===== config.mk =====
export PLATFORM = sky130hd
export DESIGN_NAME = if_stage
export DESIGN_NICKNAME = d
export VERILOG_FILES = /design/src/rtl/if_stage_pkg.sv /design/src/rtl/if_stage_fetch_fifo.sv /design/src/rtl/if_stage.sv
export SDC_FILE = /design/constraint.sdc
export NUM_CORES = 1
export LEC_CHECK = 0
export CAP_MARGIN = 30
export CORE_MARGIN = 2
export CORE_UTILIZATION = 54
export DETAILED_ROUTE_END_ITERATION = 12
export PLACE_DENSITY = 0.82
export SLEW_MARGIN = 10
export SYNTH_ARGS = -nofsm -noshare
export SYNTH_HDL_FRONTEND = slang
export SYNTH_HIERARCHICAL = 1
export SYNTH_SLANG_ARGS = --single-unit

===== constraint.sdc =====
create_clock -name clk -period 22.2 [get_ports clk]
set_input_delay 4.44 -clock clk [delete_from_list [all_inputs] [get_ports clk]]
set_output_delay 4.44 -clock clk [all_outputs]
set_load 0.1 [all_outputs]

===== src/rtl/if_stage_pkg.sv =====
// Shared fetch-stage definitions: reset/invalid constants, buffer entry layout
// and the word-alignment helper used on every fetch address.
package if_stage_pkg;

  localparam logic [31:0] DEFAULT_RESET_PC = 32'h0000_0000;
  localparam logic [31:0] INVALID_INST     = 32'h0000_0000;

  typedef struct packed {
    logic [31:0] pc;
    logic [31:0] ir;
  } buf_entry_t;

  function automatic logic [31:0] word_align(input logic [31:0] addr);
    return addr & 32'hFFFF_FFFC;
  endfunction

endpackage


===== src/rtl/if_stage_fetch_fifo.sv =====
// Small synchronous FIFO with flush; the head entry is visible combinationally
// so decode sees a buffered instruction in the cycle after it is written.
module fetch_fifo #(
  parameter int DEPTH = 2,
  parameter int WIDTH = 32,
  localparam int CW = $clog2(DEPTH + 1),
  localparam int PW = (DEPTH > 1) ? $clog2(DEPTH) : 1
) (
  input  logic             clk,
  input  logic             rst,
  input  logic             flush,
  input  logic             push,
  input  logic [WIDTH-1:0] push_data,
  input  logic             pop,
  output logic [WIDTH-1:0] head_data,
  output logic             full,
  output logic             empty,
  output logic [CW-1:0]    count
);

  logic [WIDTH-1:0] mem_q [DEPTH];
  logic [PW-1:0]    rd_ptr_q, rd_ptr_d;
  logic [PW-1:0]    wr_ptr_q, wr_ptr_d;
  logic [CW-1:0]    count_q, count_d;
  logic             do_push, do_pop;

  function automatic logic [PW-1:0] ptr_inc(input logic [PW-1:0] p);
    return (p == PW'(DEPTH - 1)) ? '0 : p + 1'b1;
  endfunction

  assign empty     = (count_q == '0);
  assign full      = (count_q == CW'(DEPTH));
  assign count     = count_q;
  assign head_data = mem_q[rd_ptr_q];
  assign do_pop    = pop && !empty;
  // A push into a full FIFO is legal when the head leaves in the same cycle.
  assign do_push   = push && (!full || do_pop);

  always_comb begin
    rd_ptr_d = rd_ptr_q;
    wr_ptr_d = wr_ptr_q;
    count_d  = count_q;
    if (flush) begin
      rd_ptr_d = '0;
      wr_ptr_d = '0;
      count_d  = '0;
    end else begin
      if (do_push) wr_ptr_d = ptr_inc(wr_ptr_q);
      if (do_pop)  rd_ptr_d = ptr_inc(rd_ptr_q);
      if (do_push && !do_pop)      count_d = count_q + 1'b1;
      else if (!do_push && do_pop) count_d = count_q - 1'b1;
    end
  end

  always_ff @(posedge clk) begin
    if (rst) begin
      rd_ptr_q <= '0;
      wr_ptr_q <= '0;
      count_q  <= '0;
    end else begin
      rd_ptr_q <= rd_ptr_d;
      wr_ptr_q <= wr_ptr_d;
      count_q  <= count_d;
    end
  end

  always_ff @(posedge clk) begin
    if (do_push && !flush) mem_q[wr_ptr_q] <= push_data;
  end

endmodule


===== src/rtl/if_stage.sv =====
// Instruction fetch stage: issues word fetches, tracks in-flight PCs, buffers
// returned instructions for decode and squashes stale responses on redirect.
module if_stage
  import if_stage_pkg::*;
#(
  parameter logic [31:0] RESET_PC  = DEFAULT_RESET_PC,
  parameter int          BUF_DEPTH = 2
) (
  input  logic        clk,
  input  logic        rst,
  input  logic        ex_take_branch_in,
  input  logic [31:0] ex_target_PC_in,
  input  logic        id_stall_in,
  output logic        imem_req_valid,
  output logic [31:0] imem_req_addr,
  input  logic        imem_req_ready,
  input  logic        imem_resp_valid,
  input  logic [31:0] imem_resp_data,
  output logic        if_id_valid_inst,
  output logic [31:0] if_id_PC,
  output logic [31:0] if_id_NPC,
  output logic [31:0] if_id_IR
);

  localparam int CW = $clog2(BUF_DEPTH + 1);
  localparam int OW = CW + 1;

  logic [31:0]   pc_q, pc_d;
  logic [CW-1:0] squash_q, squash_d;
  logic          run_q;

  logic          pcq_full, pcq_empty;
  logic [CW-1:0] pcq_count;
  logic [31:0]   pcq_head;
  logic          buf_full, buf_empty, buf_pop;
  logic [CW-1:0] buf_count;
  buf_entry_t    buf_head, buf_in;

  logic [OW-1:0] occupancy;
  logic          req_fire, resp_live, resp_counted;

  assign if_id_valid_inst = !buf_empty && !ex_take_branch_in;
  assign buf_pop          = if_id_valid_inst && !id_stall_in;

  // Credit the head leaving this cycle so a steady stream runs without bubbles.
  assign occupancy      = OW'(pcq_count) + OW'(buf_count) - OW'(buf_pop);
  assign imem_req_valid = run_q && !rst && !ex_take_branch_in && (squash_q == '0)
                          && (occupancy < OW'(BUF_DEPTH));
  assign imem_req_addr  = word_align(pc_q);
  assign req_fire       = imem_req_valid && imem_req_ready;

  assign resp_counted = imem_resp_valid && (!pcq_empty || (squash_q != '0));
  assign resp_live    = imem_resp_valid && (squash_q == '0) && !pcq_empty;
  assign buf_in       = '{pc: pcq_head, ir: imem_resp_data};

  assign if_id_PC  = if_id_valid_inst ? buf_head.pc : 32'h0;
  assign if_id_NPC = if_id_valid_inst ? buf_head.pc + 32'd4 : 32'h0;
  assign if_id_IR  = if_id_valid_inst ? buf_head.ir : INVALID_INST;

  fetch_fifo #(.DEPTH(BUF_DEPTH), .WIDTH(32)) u_pc_queue (
    .clk       (clk),
    .rst       (rst),
    .flush     (ex_take_branch_in),
    .push      (req_fire),
    .push_data (imem_req_addr),
    .pop       (resp_live),
    .head_data (pcq_head),
    .full      (pcq_full),
    .empty     (pcq_empty),
    .count     (pcq_count)
  );

  fetch_fifo #(.DEPTH(BUF_DEPTH), .WIDTH($bits(buf_entry_t))) u_inst_buf (
    .clk       (clk),
    .rst       (rst),
    .flush     (ex_take_branch_in),
    .push      (resp_live),
    .push_data (buf_in),
    .pop       (buf_pop),
    .head_data (buf_head),
    .full      (buf_full),
    .empty     (buf_empty),
    .count     (buf_count)
  );

  // While squashing the PC queue is empty, so the sum never exceeds BUF_DEPTH.
  always_comb begin
    pc_d     = pc_q;
    squash_d = squash_q;
    if (ex_take_branch_in) begin
      pc_d     = word_align(ex_target_PC_in);
      squash_d = CW'(OW'(pcq_count) + OW'(squash_q) - OW'(resp_counted));
    end else begin
      if (req_fire) pc_d = pc_q + 32'd4;
      if (imem_resp_valid && (squash_q != '0)) squash_d = squash_q - 1'b1;
    end
  end

  always_ff @(posedge clk) begin
    if (rst) begin
      pc_q     <= RESET_PC;
      squash_q <= '0;
      run_q    <= 1'b0;
    end else begin
      pc_q     <= pc_d;
      squash_q <= squash_d;
      run_q    <= 1'b1;
    end
  end

`ifndef SYNTHESIS
  always_ff @(posedge clk) begin
    if (!rst) begin
      if (imem_resp_valid) begin
        assert (resp_counted) else $error("if_stage: response with nothing outstanding");
      end
      assert (!(req_fire && pcq_full && !resp_live)) else $error("if_stage: PC queue overflow");
      assert (!(resp_live && buf_full && !buf_pop)) else $error("if_stage: buffer overflow");
    end
  end
`endif

endmodule


==> summary.md, run 1 <==
| Metric | Value |
|---|---|
| Wirelength per Cell | `between 15 and 20 um` |
| Total global-route track usage | `0.210` |
| Peak supply drop | `0.0516 mV` |
| Clock sink count | `between 200 and 250` |
| Pleak | `4.45 nW` |
| Setup crit start kind | `primary input` |
| Synth-to-layout area growth | `27.8%` |
| Number of hold buffers added after CTS | `0` |
| Die H | `144 um` |
| # DRC | `0` |
| Worst path required time | `17.76 ns` |
| Post-Syn Area | `0.0106 sq mm` |
| Maximum root-to-sink buffer count | `3` |
| Initial antenna violation count | `0` |
| Number of global-route vias before repair | `6751` |
| CP arrival | `around 8.8 ns` |
| CTS tree | `yes` |
| Postcts setup bufs | `0` |
| Setup TNS Final | `0 ns` |
| Final setup fails | `0` |
| Slowest-stage cell, CP | `clkdlybuf4s50_1` |
| Max Clk Rate | `75.4 MHz` |
| Final-report max-slew violation count | `0` |
| Die W | `144 um` |
| Congestion Overflow GR | `0` |
| Clock buffer count from CTS | `24` |
| Detail Placement HPWL | `between 10 and 15 mm` |
| Buf/Inv on CP | `3` |
| Fin crit period | `13.26 ns` |
| Placed inst area | `0.0127 sq mm` |
| 1st-pass router iterations | `5` |
| Max-cap viol count | `0` |
| RePlAce Congestion | `0.841` |
| Final hold vios | `0` |
| Port Buffers | `195` |
| Final antenna-violating net count | `0` |
| Final WL | `22.1 mm` |
| First-pass GRT wire length | `roughly 34 mm` |
| Cells after Synth | `791` |
| Top cell by count, worst path | `clkdlybuf4s50_1` |
| Run status | `finished clean` |
| Die footprint | `~0.021 sq mm` |
| Root buffer cell | `clkbuf_16` |
| Vias post-DR | `a little under 7000` |
| Critical path type | `in2out` |
| Fillers | `1320` |
| I/O pin count | `200` |
| Final Cycle Share | `0.597` |
| Worst-Skew Late Latency | `0.51 ns` |
| Row count | `51` |
| RSZ-0062 raised after global routing | `no` |
| CP max FO | `47` |
| Placeable Area | `0.0193 sq mm` |
| Post-CTS resize count | `0` |
| Slew HR | `0.318` |
| 1st-iter DRT viols | `424` |
| YS warnings | `6` |
| Max incr delay on CP | `between 1 and 1.5 ns` |
| DR vias/cell | `approximately 5.5` |
| Fin nets | `around 1100` |
| Initial Util | `0.546` |
| Worst Setup End Kind | `primary output` |
| Largest net degree at the start of global routing | `65` |
| Setup Skew | `0.0121 ns` |
| Design area | `0.0135 sq mm` |
| Power per cell area | `70.6 mW/mm^2` |
| Hold Crit Class | `reg2reg` |
| H-tree Lvls | `1` |
| Clock slew at reported path FFs | `0.06 ns` |
| Antenna Cells | `0` |
| Crit-path cells | `clkdlybuf4s50_1 > buf_4 > or2_2 > nor2_1 > ha_1 > nand2b_1 > fa_1 > nand4b_4 > nor3_1 > clkdlybuf4s50_1` |
| Synthesized area per cell | `between 10 and 15 sq um` |
| Worst slew pin tran | `1.02 ns` |
| CP top delay family | `buffers and inverters` |
| Layout cell share with drive strength beyond 1 | `0.0967` |
tightest hold or removal path, delay by kind of cell (launching register included):
| family | cells | cell delay, ns |
|---|---|---|
| flip-flops | 1 | 0.33 |
| multiplexers | 1 | 0.06 |
| AND/OR/NAND/NOR | 1 | 0.07 |
registers in the layout (all words and copies together) (netlist names), named ones only:
name / flops
u_pc_queue/count: 2
pc_q: 30
u_inst_buf/wr_ptr_q: 1
u_pc_queue/rd_ptr_q: 1
u_inst_buf/count: 2
u_pc_queue/mem_q: 64
u_inst_buf/rd_ptr_q: 1
squash_q: 2
u_pc_queue/wr_ptr_q: 1
run_q: 1
u_inst_buf/mem_q: 128
layout make-up:
cell class	instances	area [sq um]	area share
Clock buffer	32	682	0.0506
Clock inverter	10	58.8	0.00436
Inverter	16	60.1	0.00445
Multi-Input combinational cell	503	3680	0.273
Sequential cell	235	6630	0.492
Tap cell	265	332	0.0246
Timing Repair Buffer	207	2040	0.151
cells in the final DEF (no fill, tap or decap), types with 12 or more instances in the layout:
cell type and instances:
mux2_1 65, nor2_1 55, nand2_1 33, nand3_1 24, nor4_1 13, nor3_1 15
edfxtp_1 192, inv_1 15, xnor2_1 24, xor2_1 18, clkdlybuf4s50_1 195, a21oi_1 12
clkbuf_16 25, dfxtp_1 42, a211oi_1 16, o21ai_0 17, and2_1 65, mux2_2 34
worst paths after layout:
path	startpoint	endpoint	slack, ns	cells past startpoint
min reg2reg	u_pc_queue/wr_ptr_q	u_pc_queue/wr_ptr_q	0.50	2
max	ex_take_branch_in	imem_req_valid	8.94	10
min	u_pc_queue/wr_ptr_q	u_pc_queue/wr_ptr_q	0.50	2
max reg2reg	u_inst_buf/count[0]	u_pc_queue/mem_q[0][13]	17.91	11
layer usage:
layer | track usage | share of wire
met1 | 0.279 | 0.44
met2 | 0.353 | 0.47
met3 | 0.0420 | 0.067
met4 | 0.0583 | 0.018
met5 | 0 | 0
through the flow:
| stage | worst slack [ns] | power [mW] | utilization | hold slack [ns] | instances |
|---|---|---|---|---|---|
| after floorplan | 9.36 | 0.558 | - | 0.456 | 796 |
| after global placement | 8.95 | 0.586 | 0.659 | 0.476 | 1225 |
| after detailed placement | 8.98 | 0.588 | 0.659 | 0.494 | 1226 |
| after CTS | 8.95 | 0.960 | 0.697 | 0.503 | 1268 |
| after global routing | 8.64 | 0.984 | 0.697 | 0.517 | 1268 |
| final | 8.94 | 0.952 | 0.697 | 0.498 | 1268 |
power by group:
group          internal, mW  switching, mW  total (mW)
logic                0.0302         0.0578      0.0880
registers             0.482        0.00943       0.492
clock network         0.215          0.157       0.372
total                 0.728          0.224       0.952
(Power assumes the default switching activity.)
==> run 2: changes to the inputs <==
--- a/config.mk
+++ b/config.mk
@@ -7,9 +7,9 @@
 export LEC_CHECK = 0
 export CAP_MARGIN = 30
 export CORE_MARGIN = 2
-export CORE_UTILIZATION = 54
+export CORE_UTILIZATION = 53
 export DETAILED_ROUTE_END_ITERATION = 12
-export PLACE_DENSITY = 0.82
+export PLACE_DENSITY = 0.81
 export SLEW_MARGIN = 10
 export SYNTH_ARGS = -nofsm -noshare
 export SYNTH_HDL_FRONTEND = slang
==> constraint.sdc (replaced) <==
create_clock -name clk -period 13 [get_ports clk]
set_input_delay 2.6 -clock clk [delete_from_list [all_inputs] [get_ports clk]]
set_output_delay 2.6 -clock clk [all_outputs]
set_load 0.1 [all_outputs]
==> run 2 against run 1 <==
Effect of this change:
- non-clock buffer count did not move
- clock power is 81% higher
- global-route usage up 0.37 points
- critical endpoint unchanged
==> summary.md, run 2 (synthesis results as in run 1) <==
| Metric | Value |
|---|---|
| H-tree Lvls | `1 (unchanged)` |
| Highest routed layer | `met4 (unchanged)` |
| Clock buffer count from CTS | `23 (was 24)` |
| Run status | `finished clean (unchanged)` |
| Fillers | `1402 (was 1320)` |
| Pleak | `4.47 nW (was 4.45 nW)` |
| DR WL met3 | `1.66 mm (was 1.47 mm)` |
| Synth-to-layout area growth | `28.0% (was 27.8%)` |
| DR vias/cell | `5.45 (was 5.47)` |
| Max incr delay on CP | `1.20 ns (was 1.19 ns)` |
| Met2 routed WL | `10.8 mm (was 10.5 mm)` |
| Hold Crit Class | `reg2reg (unchanged)` |
| Max reg flops | `128 (unchanged)` |
| Slew HR | `0.298 (was 0.318)` |
| Clock sink count | `235 (unchanged)` |
| Row count | `51 (unchanged)` |
| Placed cells | `1226 (unchanged)` |
| Final-report max-slew violation count | `0 (unchanged)` |
| Setup TNS Final | `0 ns (unchanged)` |
| Commonest non-fill, non-tap cell in the layout | `clkdlybuf4s50_1 (unchanged)` |
| Setup Skew | `0.0130 ns (was 0.0121 ns)` |
| Slowest-stage cell, CP | `clkdlybuf4s50_1 (unchanged)` |
| Number of hold buffers added after CTS | `0 (unchanged)` |
| Layout cell share with drive strength beyond 1 | `0.0957 (was 0.0967)` |
| Max-cap viol count | `0 (unchanged)` |
| Fin nets | `1066 (was 1067)` |
| Detail Placement HPWL | `14.8 mm (was 14.6 mm)` |
| Largest net degree at the start of global routing | `65 (unchanged)` |
| Peak supply drop | `0.0844 mV (was 0.0516 mV)` |
| WL met1 | `9.98 mm (was 9.72 mm)` |
| Antenna Cells | `0 (unchanged)` |
| Final setup fails | `0 (unchanged)` |
| Cell count of the worst hold path | `2 (unchanged)` |
| Die footprint | `0.0211 sq mm (was 0.0207 sq mm)` |
| Worst-Skew Late Latency | `0.51 ns (about the same)` |
| Port Buffers | `195 (unchanged)` |
| Post-CTS resize count | `0 (unchanged)` |
| Worst slew pin tran | `1.05 ns (was 1.02 ns)` |
| Worst path required time | `10.40 ns (was 17.76 ns)` |
| Biggest register | `u_inst_buf/mem_q (unchanged)` |
| Setup crit start kind | `primary input (unchanged)` |
| Final Util | `0.692 (was 0.697)` |
| 1st-pass router iterations | `4 (was 5)` |
| Final hold vios | `0 (unchanged)` |
| Root buffer cell | `clkbuf_16 (unchanged)` |
| Congestion Overflow GR | `0 (unchanged)` |
| Final Cycle Share | `0.730` |
| Crit-path cells | `clkdlybuf4s50_1 > buf_4 > or2_2 > buf_4 > nor2_1 > ha_1 > nand2b_1 > fa_1 > nand4b_4 > nor3_1 > clkdlybuf4s50_1 (was clkdlybuf4s50_1 > buf_4 > or2_2 > nor2_1 > ha_1 > nand2b_1 > fa_1 > nand4b_4 > nor3_1 > clkdlybuf4s50_1)` |
| # DRC | `0 (unchanged)` |
| Largest regs | `u_inst_buf/mem_q: 128 flops, u_pc_queue/mem_q: 64 flops, pc_q: 30 flops (unchanged)` |
| Levels on crit path | `11 (was 10)` |
| Initial Util | `0.541 (was 0.546)` |
| Worst setup margin | `3.51 ns (was 8.94 ns)` |
| Worst Setup End Kind | `primary output (unchanged)` |
| Total global-route track usage | `0.214 (was 0.210)` |
| Clock slew at reported path FFs | `0.06 ns (about the same)` |
| CP max FO | `47 (unchanged)` |
| CP arrival | `6.89 ns (was 8.82 ns)` |
| Die W | `145 um (was 144 um)` |
| Wirelength per Cell | `17.9 um (was 17.4 um)` |
| Final antenna-violating net count | `0 (unchanged)` |
| 1st-iter DRT viols | `430 (was 424)` |
| Power per cell area | `123 mW/mm^2 (was 70.6 mW/mm^2)` |
| Reg2Reg Depth | `12 (was 11)` |
| Critical path type | `in2out (unchanged)` |
| Fin crit period | `9.49 ns` |
| RSZ-0062 raised after global routing | `no (unchanged)` |
| Fin cells | `1268 (unchanged)` |
| Postcts setup bufs | `0 (unchanged)` |
| Die H | `145 um (was 144 um)` |
| CP top delay family | `buffers and inverters (unchanged)` |
| Final WL | `22.7 mm (was 22.1 mm)` |
| CTS tree | `yes (unchanged)` |
| Buf/Inv on CP | `4 (was 3)` |
| Vias post-DR | `6910 (was 6930)` |
| Placeable Area | `0.0195 sq mm (was 0.0193 sq mm)` |
| RePlAce Congestion | `0.814 (was 0.841)` |
| Maximum root-to-sink buffer count | `3 (unchanged)` |
| Initial antenna violation count | `0 (unchanged)` |
| I/O pin count | `200 (unchanged)` |
| First-pass GRT wire length | `36.5 mm (was 34.4 mm)` |
| Number of global-route vias before repair | `6808 (was 6751)` |
| Place WS | `3.52 ns (was 8.98 ns)` |
| Most frequent cells in the layout | `clkdlybuf4s50_1, edfxtp_1, and2_1, mux2_1, nor2_1 (unchanged)` |
| Hold WS | `0.508 ns (was 0.498 ns)` |
| Max Clk Rate | `105 MHz` |
-- run 2: cell types whose count changed in the layout (fill, tap and decap cells not counted), moves of 2 or more --
cell        change
clkinv_1        +2
bufinv_16       +4
clkinvlp_4      -2
clkbuf_8        -3
clkbuf_16       -2
-- run 2: final timing paths --
| path | startpoint | endpoint | slack [ns] |
|---|---|---|---|
| setup / recovery | ex_take_branch_in | imem_req_valid | 3.51 |
| hold / removal | u_pc_queue/wr_ptr_q | u_pc_queue/wr_ptr_q | 0.51 |
| setup reg to reg | u_inst_buf/count[0] | u_pc_queue/mem_q[1][27] | 8.80 |
| hold reg to reg | u_pc_queue/wr_ptr_q | u_pc_queue/wr_ptr_q | 0.51 |
-- run 2: routing by layer --
layer / track usage / vias to the layer above
met1: 0.295 / 3281
li1: - / 3322
met3: 0.0396 / 35
met5: 0 / -
met2: 0.355 / 272
met4: 0.0490 / 0
-- run 2: tightest hold or removal path, stage by stage (launching register included) --
cell and delay [ns]:
dfxtp_1 0.34, nand2_1 0.06, mux2i_1 0.06
-- run 2: final cells by class --
type                    instances  area [sq um]  share of cell area
flip-flops and latches        235          6630               0.490
clock buffers                  26           587              0.0434
clock inverters                16           185              0.0137
multi-input cells             503          3680               0.273
inverters                      16          60.1             0.00444
repair buffers                207          2040               0.151
well taps                     265           332              0.0245
-- run 2: per-stage QoR --
stage	cell area [sq um]	total power, mW
floorplan	10600	0.952
global placement	12700	1.00
detailed placement	12700	1.00
CTS	13500	1.68
global route	13500	1.72
finish	13500	1.66
-- run 2: power breakdown --
group	internal, mW	switching, mW	leakage [nW]
Sequential	0.823	0.0160	2.09
Combinational	0.0516	0.0985	2.00
Clock	0.405	0.270	0.379
Total	1.28	0.384	4.47
==> run 3: changes to the inputs <==
==> constraint.sdc (replaced) <==
create_clock -name clk -period 8.9 [get_ports clk]
set_input_delay 1.78 -clock clk [delete_from_list [all_inputs] [get_ports clk]]
set_output_delay 1.78 -clock clk [all_outputs]
set_load 0.1 [all_outputs]
==> run 3 against run 2 <==
Effect of this change:
- critical endpoint unchanged
- global-route usage shrank 0.84 points
- first-iteration DRC count decreased by 23%
- via count fell by 0.48%
- critical path depth fell by 2
==> summary.md, run 3 (synthesis results as in run 1) <==
| Metric | Value |
|---|---|
| Place WS | `2.22 ns (was 3.52 ns)` |
| Fin nets | `1067 (was 1066)` |
| Largest net degree at the start of global routing | `65 (unchanged)` |
| Die footprint | `0.0211 sq mm (unchanged)` |
| Layout cell share with drive strength beyond 1 | `0.164 (was 0.0957)` |
| Design area | `0.0134 sq mm (was 0.0135 sq mm)` |
| 1st-pass router iterations | `5 (was 4)` |
| Worst-Skew Late Latency | `0.51 ns (about the same)` |
| Peak supply drop | `0.117 mV (was 0.0844 mV)` |
| Initial antenna violation count | `0 (unchanged)` |
| Number of global-route vias before repair | `6779 (was 6808)` |
| Final antenna-violating net count | `0 (unchanged)` |
| Initial Util | `0.541 (unchanged)` |
| Largest regs | `u_inst_buf/mem_q: 128 flops, u_pc_queue/mem_q: 64 flops, pc_q: 30 flops (unchanged)` |
| Total global-route track usage | `0.205 (was 0.214)` |
| Row count | `51 (unchanged)` |
| Congestion Overflow GR | `0 (unchanged)` |
| Run status | `finished clean (unchanged)` |
| Maximum root-to-sink buffer count | `3 (unchanged)` |
| Clock buffer count from CTS | `24 (was 23)` |
| Critical path type | `in2out (unchanged)` |
| CP max FO | `33 (was 47)` |
| Worst setup margin | `2.18 ns (was 3.51 ns)` |
| Synth-to-layout area growth | `26.6% (was 28.0%)` |
| Vias post-DR | `6877 (was 6910)` |
| H-tree Lvls | `1 (unchanged)` |
| Pleak | `4.61 nW (was 4.47 nW)` |
| Root buffer cell | `clkbuf_16 (unchanged)` |
| Placeable Area | `0.0195 sq mm (unchanged)` |
| Setup Skew | `0.0121 ns (was 0.0130 ns)` |
| Slew HR | `0.315 (was 0.298)` |
| Slowest-stage cell, CP | `or2_2 (was clkdlybuf4s50_1)` |
| CTS tree | `yes (unchanged)` |
| Final Util | `0.685 (was 0.692)` |
| Antenna Cells | `0 (unchanged)` |
| First-pass GRT wire length | `35.4 mm (was 36.5 mm)` |
| Post-CTS resize count | `0 (unchanged)` |
| Power per cell area | `180 mW/mm^2 (was 123 mW/mm^2)` |
| Max incr delay on CP | `0.58 ns (was 1.20 ns)` |
| RSZ-0062 raised after global routing | `no (unchanged)` |
| Final setup fails | `0 (unchanged)` |
| Detail Placement HPWL | `14.6 mm (was 14.8 mm)` |
| Postcts setup bufs | `0 (unchanged)` |
| Crit-path cells | `clkdlybuf4s50_1 > or2_2 > nor2_1 > ha_1 > nand2b_1 > fa_1 > nand4b_4 > nor3_1 > buf_4 (was clkdlybuf4s50_1 > buf_4 > or2_2 > buf_4 > nor2_1 > ha_1 > nand2b_1 > fa_1 > nand4b_4 > nor3_1 > clkdlybuf4s50_1)` |
| DR vias/cell | `5.41 (was 5.45)` |
| Final-report max-slew violation count | `0 (unchanged)` |
| Worst path required time | `7.12 ns (was 10.40 ns)` |
| Placed inst area | `0.0126 sq mm (was 0.0127 sq mm)` |
| Number of hold buffers added after CTS | `0 (unchanged)` |
| Max-cap viol count | `0 (unchanged)` |
| # DRC | `0 (unchanged)` |
| Final hold vios | `0 (unchanged)` |
| Commonest non-fill, non-tap cell in the layout | `edfxtp_1 (was clkdlybuf4s50_1)` |
| Final Cycle Share | `0.755` |
| Biggest register | `u_inst_buf/mem_q (unchanged)` |
| Most frequent cells in the layout | `edfxtp_1, clkdlybuf4s50_1, buf_4 (was clkdlybuf4s50_1, edfxtp_1, and2_1, mux2_1, nor2_1)` |
| 1st-iter DRT viols | `332 (was 430)` |
| Port Buffers | `195 (unchanged)` |
| Fillers | `1415 (was 1402)` |
| Final WL | `22.1 mm (was 22.7 mm)` |
| Setup TNS Final | `0 ns (unchanged)` |
| Max Clk Rate | `149 MHz` |
| Fin crit period | `slightly below 7 ns` |
| Die W | `145 um (unchanged)` |
| Hold Crit Class | `reg2reg (unchanged)` |
| Clock sink count | `235 (unchanged)` |
| Worst slew pin tran | `1.02 ns (was 1.05 ns)` |
| Max reg flops | `128 (unchanged)` |
| Worst Setup End Kind | `primary output (unchanged)` |
| Final Power | `2.41 mW (was 1.66 mW)` |
| Die H | `145 um (unchanged)` |
| RePlAce Congestion | `0.822 (was 0.814)` |
| Setup crit start kind | `primary input (unchanged)` |
| Wirelength per Cell | `17.4 um (was 17.9 um)` |
| CP arrival | `4.94 ns (was 6.89 ns)` |
| I/O pin count | `200 (unchanged)` |
| Clock slew at reported path FFs | `0.06 ns (about the same)` |
==> run 3: changes by cell type in the layout (fill, tap and decap cells not counted), moves of 2 or more <==
cell,before,now
clkdlybuf4s50_1,195,128
buf_4,11,77
bufinv_16,4,1
clkbuf_1,3,6
clkinv_1,5,2
clkbuf_16,23,25
clkbuf_8,0,2
==> run 3: cell type report <==
type	instances	area, sq um	share of cell area
multi-input cells	503	3680	0.276
clock inverters	11	95.1	0.00711
repair buffers	207	1890	0.142
inverters	16	60.1	0.00449
flip-flops and latches	235	6630	0.496
clock buffers	33	676	0.0505
well taps	265	332	0.0248
==> run 3: path summary, 6_finish.rpt <==
kind                                     startpoint                       to  slack, ns  cells after the start
worst min-delay path            u_pc_queue/wr_ptr_q      u_pc_queue/wr_ptr_q       0.49                      2
worst max register to register  u_inst_buf/count[1]  u_pc_queue/mem_q[1][16]       4.65                     11
worst max-delay path              ex_take_branch_in           imem_req_valid       2.18                      9
worst min register to register  u_pc_queue/wr_ptr_q      u_pc_queue/wr_ptr_q       0.49                      2
==> run 3: power breakdown <==
part | switching (mW) | total, mW | internal [mW]
Combinational | 0.144 | 0.219 | 0.0758
Clock | 0.402 | 0.966 | 0.564
Sequential | 0.0232 | 1.23 | 1.20
Total | 0.569 | 2.41 | 1.84
==> run 3: per-layer routing <==
layer	global-route usage	share of wire	up-vias
li1	-	-	3317
met5	0	0	-
met2	0.326	0.45	270
met4	0.0525	0.018	0
met3	0.0440	0.075	33
met1	0.290	0.46	3257
==> run 3: worst max-delay path, delay by kind of cell <==
kind                       cells  cell delay (ns)
and+or+nand+nor                5             1.51
buffers and inverters          2             0.83
adders and majority gates      2             0.81
==> run 3: metrics by stage <==
stage | hold WS [ns] | cells
3_3_place_gp | 0.480 | 1224
4_1_cts | 0.498 | 1269
3_5_place_dp | 0.488 | 1225
2_1_floorplan | 0.456 | 796
5_1_grt | 0.532 | 1270
6_report | 0.490 | 1270
